--- config.mk ---
export PLATFORM = sky130hd
export DESIGN_NAME = result_writer
export DESIGN_NICKNAME = d
export VERILOG_FILES = /design/src/rtl/result_writer.sv
export SDC_FILE = /design/constraint.sdc
export NUM_CORES = 1
export LEC_CHECK = 0
export CELL_PAD_IN_SITES_DETAIL_PLACEMENT = 1
export CELL_PAD_IN_SITES_GLOBAL_PLACEMENT = 1
export CORE_MARGIN = 1
export CORE_UTILIZATION = 40
export CTS_BUF_LIST = sky130_fd_sc_hd__clkbuf_2
export CTS_CLUSTER_DIAMETER = 100
export DETAILED_ROUTE_END_ITERATION = 8
export MAX_ROUTING_LAYER = met4
export PLACE_DENSITY_LB_ADDON = 0.1
export SKIP_CTS_REPAIR_TIMING = 1
export SYNTH_ARGS = -nofsm -noshare
export SYNTH_HDL_FRONTEND = slang
export SYNTH_SLANG_ARGS = --single-unit
--- constraint.sdc ---
create_clock -name clk -period 4.3 [get_ports clk]
set_input_delay 0.86 -clock clk [delete_from_list [all_inputs] [get_ports clk]]
set_output_delay 0.86 -clock clk [all_outputs]
set_load 0.05 [all_outputs]
--- src/rtl/result_writer.sv ---
// Output stage of the approximate-multiplier datapath: buffers accepted products
// in a small FIFO and writes one batch of NUM results to consecutive RAM addresses.
module result_writer #(
  parameter int unsigned RES_WIDTH  = 32,
  parameter int unsigned ADDR_WIDTH = 3,
  parameter int unsigned FIFO_DEPTH = 4
) (
  input  logic                  clk,
  input  logic                  rst,
  input  logic                  start,
  input  logic                  res_valid,
  input  logic [RES_WIDTH-1:0]  res_data,
  output logic                  res_ready,
  input  logic                  ram_busy,
  output logic                  ram_we,
  output logic [ADDR_WIDTH-1:0] ram_addr,
  output logic [RES_WIDTH-1:0]  ram_wdata,
  output logic [ADDR_WIDTH:0]   count,
  output logic                  done
);

  localparam int unsigned NUM   = 1 << ADDR_WIDTH;
  localparam int unsigned PTR_W = $clog2(FIFO_DEPTH);
  localparam int unsigned CNT_W = ADDR_WIDTH + 1;
  localparam int unsigned OCC_W = PTR_W + 1;

  typedef enum logic [1:0] {IDLE, RUN, DONE} state_t;

  state_t               state;
  logic [PTR_W-1:0]     wr_ptr;
  logic [PTR_W-1:0]     rd_ptr;
  logic [OCC_W-1:0]     occ;
  logic [CNT_W-1:0]     accepted;
  logic [CNT_W-1:0]     count_q;
  logic [RES_WIDTH-1:0] mem [FIFO_DEPTH];

  logic fifo_full;
  logic fifo_empty;
  logic push;
  logic pop;

  assign fifo_full  = (occ == OCC_W'(FIFO_DEPTH));
  assign fifo_empty = (occ == '0);

  assign res_ready = (state == RUN) && !fifo_full && (accepted < CNT_W'(NUM));
  assign ram_we    = (state == RUN) && !fifo_empty && !ram_busy;
  assign push      = res_valid && res_ready;
  assign pop       = ram_we;

  // Head is masked while empty so stale buffer contents never reach the RAM bus.
  assign ram_wdata = fifo_empty ? '0 : mem[rd_ptr];
  // The write address is the low bits of the written count; it never wraps mid-batch.
  assign ram_addr  = count_q[ADDR_WIDTH-1:0];
  assign count     = count_q;
  assign done      = (state == DONE);

  // Control state, FIFO pointers and batch counters.
  always_ff @(posedge clk or negedge rst) begin
    if (!rst) begin
      state    <= IDLE;
      wr_ptr   <= '0;
      rd_ptr   <= '0;
      occ      <= '0;
      accepted <= '0;
      count_q  <= '0;
    end else begin
      case (state)
        IDLE, DONE: begin
          if (start) begin
            state    <= RUN;
            wr_ptr   <= '0;
            rd_ptr   <= '0;
            occ      <= '0;
            accepted <= '0;
            count_q  <= '0;
          end
        end
        RUN: begin
          if (push) begin
            wr_ptr   <= wr_ptr + PTR_W'(1);
            accepted <= accepted + CNT_W'(1);
          end
          if (pop) begin
            rd_ptr  <= rd_ptr + PTR_W'(1);
            count_q <= count_q + CNT_W'(1);
            if (count_q == CNT_W'(NUM - 1)) state <= DONE;
          end
          case ({push, pop})
            2'b10:   occ <= occ + OCC_W'(1);
            2'b01:   occ <= occ - OCC_W'(1);
            default: occ <= occ;
          endcase
        end
        default: state <= IDLE;
      endcase
    end
  end

  // Buffer storage; contents are don't-care until written.
  always_ff @(posedge clk) begin
    if (push) mem[wr_ptr] <= res_data;
  end

endmodule

# == Word level (Yosys, flattened, before mapping) ==
# Memory sizes are Yosys's and may differ from the RTL's.
# Cells that the tools add are included.
# totals
elab_cells,61
ff_bits,17
mem_count,1
ramBits,128
# mem_list
memory,words,word_bits,read_ports,rd_clocked_by_memory_dff,wr,line,rtl
mem,4,32,1,0,1,35,logic [RES_WIDTH-1:0] mem [FIFO_DEPTH];
# classes
mux,20
n_addsub,6
eq_ne,11
n_lt_le_gt_ge,1
n_reduce_logical,16
# op_table
operator,n
$mux W32,1
$pmux W4 S2,2
$mux W2,6
$mux W4,3
$pmux W2 S2,3
$pmux W3 S2,2
$reduce_and A3 Y1,4
$add A4 B1 Y4 const B,2
$ne A2 B2 Y1 const B,3
$logic_and A1 B1 Y1,5
$add A2 B1 Y2 const B,2
$eq A2 B1 Y1 const B,2
$eq A2 B2 Y1 const B,2
$eq A4 B3 Y1 const B,1
$lt A4 B4 Y1 const B,1
$add A3 B1 Y3 const B,1
$eq A3 B3 Y1 const B,1
$logic_not A1 Y1,3
$logic_not A3 Y1,1
$mux W3,1
$ne A3 B1 Y1 const B,1
$sub A3 B1 Y3 const B,1
$logic_not A2 Y1,1
$mux W1,2
3 further kinds,3

# == Longest topological paths before layout ==
# depth
ltp_word,8
depth_mapped,9
ltp_nobuf,7

# == Worst setup path after synthesis ==
# Ideal clock, no wire load.
# synth_timing
path_type,register to output
startpoint,register occ[2]
endpoint,output res_ready
slack_ps,1603
stages_incl_launch_ff,4
path_buffers,1
arrival_ps,1837
path_cell_list,dfrtp_1 or3b_1 buf_2 nor3b_1
# synth_between
elab_chain_len,4
# synth_rtl
item,line,rtl
start: declaration,32,logic [OCC_W-1:0] occ;
start signal: assignment,89,2'b10: occ <= occ + OCC_W'(1);
start signal: assignment,90,2'b01: occ <= occ - OCC_W'(1);
$eq A3 B3 Y1,42,assign fifo_full = (occ == OCC_W'(FIFO_DEPTH));
$logic_not A1 Y1,45,assign res_ready = (state == RUN) && !fifo_full && (accepted < CNT_W'(NUM));
$logic_and A1 B1 Y1 (2 in series),45,
end: declaration,13,"output logic res_ready,"
# Every way passes these cells.

# == Final worst setup path ==
# layout_timing
startpoint,register rd_ptr[0]
endpoint,output ram_wdata[31]
# layout_between
elab_chain_len,2
# layout_rtl
item,line,rtl
start: declaration,31,logic [PTR_W-1:0] rd_ptr;
start signal: assignment,84,rd_ptr <= rd_ptr + PTR_W'(1);
$mem_v2 Z4 W32,n/a,
$mux W32,51,assign ram_wdata = fifo_empty ? '0 : mem[rd_ptr];
end: declaration,17,"output logic [RES_WIDTH-1:0] ram_wdata,"
# Every way passes these cells.

==> metrics.md <==
| Metric | Value |
|---|---|
| Clock Latency Late Sink | `700 ps` |
| Net count after synthesis | `between 300 and 400` |
| Buf+Inv Stages, Crit Path | `2` |
| FILL cells | `1332` |
| Final #Nets | `432` |
| R2R depth | `6` |
| Slowest stage delay, CP | `730 ps` |
| Max clock buf depth | `2` |
| Flop2flop setup slack | `between 1500 and 2000 ps` |
| Drc violations | `0` |
| CP max FO | `21` |
| Crit path kind | `reg2out` |
| Diode count | `0` |
| Number of buffers created by CTS | `17` |
| Reg-to-Reg End | `occ[2]$_DFFE_PN0P_` |
| Largest net degree at the start of global routing | `33` |
| Reg-to-reg critical path startpoint | `occ[0]$_DFFE_PN0P_` |
| Overflow after GRT | `0` |
| Final period util | `92.6%` |
| Port Buffers | `78` |
| DRT Wirelength | `11500 um` |
| Vias in the first global route | `3330` |
| Hold endpoint | `accepted[0]$_DFFE_PN0P_` |
| All-Layer GR Usage | `between 15 and 20%` |
| Area share of the largest cell type after synthesis | `65.9%` |
| Setup_tns | `0 ps` |
| Share of layout cells above drive strength 1 | `20.0%` |
| Final Hold Fails | `0` |
| Cell taking the most area after synthesis | `edfxtp_1` |
| Crit path max-delay family | `buffers and inverters` |
| Via count | `2973` |
| Yosys cell types | `40` |
| Row cnt | `43` |
| HP Class | `reg2reg` |
| Syn Area/Cell | `19.2 sq um` |
| Ports | `79` |
| Slowest stage cell, crit path | `dfrtp_2` |
| Synthesized instance count | `304` |
| Average wire per standard cell | `19.7 um` |
| Initial antenna violation count | `0` |
| Die Width | `123 um` |
| Area Growth Syn to Fin | `20.7%` |
| Worst path arrival time | `3120 ps` |
| Final setup viols | `0` |
| Headroom to the max-slew limit | `40.2%` |
| Sequential share of the synthesized area | `73.2%` |
| Worst setup EP type | `output pin` |
| Core Region | `between 10000 and 15000 sq um` |
| Die height | `123 um` |
| Slew of the pin with the lowest slew margin | `between 800 and 900 ps` |
| Clock skew | `29.3 ps` |
| Area contributors post-synth | `edfxtp_1 66%, mux4_2 12%, dfrtp_1 7.3%` |
| Sink Count | `between 100 and 150` |
| Post-Syn Area | `5830 sq um` |
| Hold path depth | `1` |
| Htree depth | `4` |
| First-pass GRT wire length | `18100 um` |
| GPL Wtd Cong | `0.711` |
| CTS tree | `done` |
| Clock transition at the registers of the reported paths | `210 ps` |
| Fin crit period | `around 4000 ps` |
| Final slew viol count | `0` |
| Max Freq | `0.251 GHz` |
| Worst Setup Start Kind | `flip-flop` |
| Ys Warns | `0` |
| Drt first pass iters | `4` |
| Initial Util | `41.5%` |
| Number of vias per cell | `5.12` |
| Routed Antenna Nets | `0` |
| DPL Wire Length | `7130 um` |
| Die area | `15100 sq um` |
| Crit-path cells | `buf_12 > mux4_2 > and2_1 > clkdlybuf4s50_1` |
| Min-Delay Startpoint | `accepted[0]$_DFFE_PN0P_` |
| Status | `finished clean` |
| Initial drt markers | `175` |
| MaxCap Viol Count | `0` |
| Clock root cell | `clkbuf_2` |
| Critical path required time | `3440 ps` |
| RSZ-0062 raised after global routing | `no` |
| #FFs+latches synth | `145` |
==> synth_stat cells <==
library cell,count
buf_2,6
mux2i_1,6
a41oi_1,1
nand2b_1,2
fa_1,1
nor2b_1,1
or3_1,1
nor2_1,7
o31a_1,1
o31ai_1,1
and3_1,5
nand2_1,9
o21ai_0,4
edfxtp_1,128
dfrtp_1,17
o22a_1,1
nor3b_1,2
mux4_2,32
or3b_2,1
ha_1,6
nand4b_1,1
xor2_1,2
nand3_1,4
o22ai_1,1
a21o_1,1
clkbuf_1,7
buf_4,4
inv_1,5
o2bb2ai_1,1
xnor2_1,2
and2_4,1
o2111ai_1,1
nand3b_1,1
nand2_2,1
buf_6,1
and4bb_2,2
o21ai_2,1
and2_1,32
nor3_1,3
or3b_1,1
==> cell type report <==
class / instances / area, sq um / share of cell area, %
Clock buffer: 19 / 95.1 / 1.35
Clock inverter: 13 / 144 / 2.05
Inverter: 5 / 18.8 / 0.267
Multi-Input combinational cell: 136 / 1450 / 20.6
Sequential cell: 145 / 4270 / 60.7
Tap cell: 180 / 225 / 3.20
Timing Repair Buffer: 83 / 831 / 11.8
==> stage by stage <==
step,utilization [%],std cells,hold slack [ps],cell area (sq um),setup slack (ps)
after floorplan,-,304,477,5830,1600
after global placement,48.4,549,503,6800,626
after detailed placement,48.4,549,519,6800,578
after CTS,50.1,581,529,7040,144
after global routing,50.1,581,576,7040,36.4
final,50.1,581,543,7040,316
==> routing by layer <==
layer	share of wire (%)	global-route usage (%)	vias to the layer above
met5	0	-	-
met4	1.3	7.01	0
met3	3.8	4.88	12
met2	51	28.7	69
met1	44	20.5	1536
li1	-	-	1356
==> state kept, by name, indices dropped and copies added, names as in the netlist <==
signal and cells:
accepted 4, count 4, mem 128, occ 3
rd_ptr 2, state 2, wr_ptr 2
==> worst reg2reg max path, stage by stage (launching register included) <==
cell     delay [ps]
dfrtp_1         490
or3_1           720
nand2_2         300
nor2_1          100
fa_1            420
and3_1          170
o31a_1          270
==> cells by family after synthesis <==
logic type	share of synthesized area, %
mux	13.4
xor+xnor	0.601
buf+inv	2.00
fa+ha+maj	1.63
flops	73.2
simple gates	7.55
compound gates	1.61
==> worst max-delay path by stage <==
stage	start	end	slack (ps)	cells after the start
after floorplan	occ[2]$_DFFE_PN0P_	res_ready	1600	3
after global placement	ram_busy	ram_we	630	5
after detailed placement	ram_busy	ram_we	580	5
after CTS	occ[0]$_DFFE_PN0P_	ram_we	140	4
after global routing	occ[0]$_DFFE_PN0P_	ram_we	40	4
final	rd_ptr[0]$_DFFE_PN0P_	ram_wdata[31]	320	4
==> layout by cell type, fill, tap and decap left out, drive strengths merged, types with 3 or more instances in the layout <==
| cell type | Yosys | final |
|---|---|---|
| mux4 | 32 | 32 |
| ha | 6 | 6 |
| mux2i | 6 | 6 |
| clkbuf | 7 | 19 |
| nand2 | 10 | 10 |
| clkdlybuf4s50 | 0 | 78 |
| edfxtp | 128 | 128 |
| o21ai | 5 | 5 |
| buf | 11 | 5 |
| and2 | 33 | 33 |
| bufinv | 0 | 3 |
| nor2 | 7 | 7 |
| inv | 5 | 5 |
| nor3 | 3 | 3 |
| nand3 | 4 | 4 |
| clkinv | 0 | 8 |
| and3 | 5 | 5 |
| dfrtp | 17 | 17 |
Power is not shown: default switching activity piles up to over one toggle a cycle in this logic, so the estimate is an artifact.
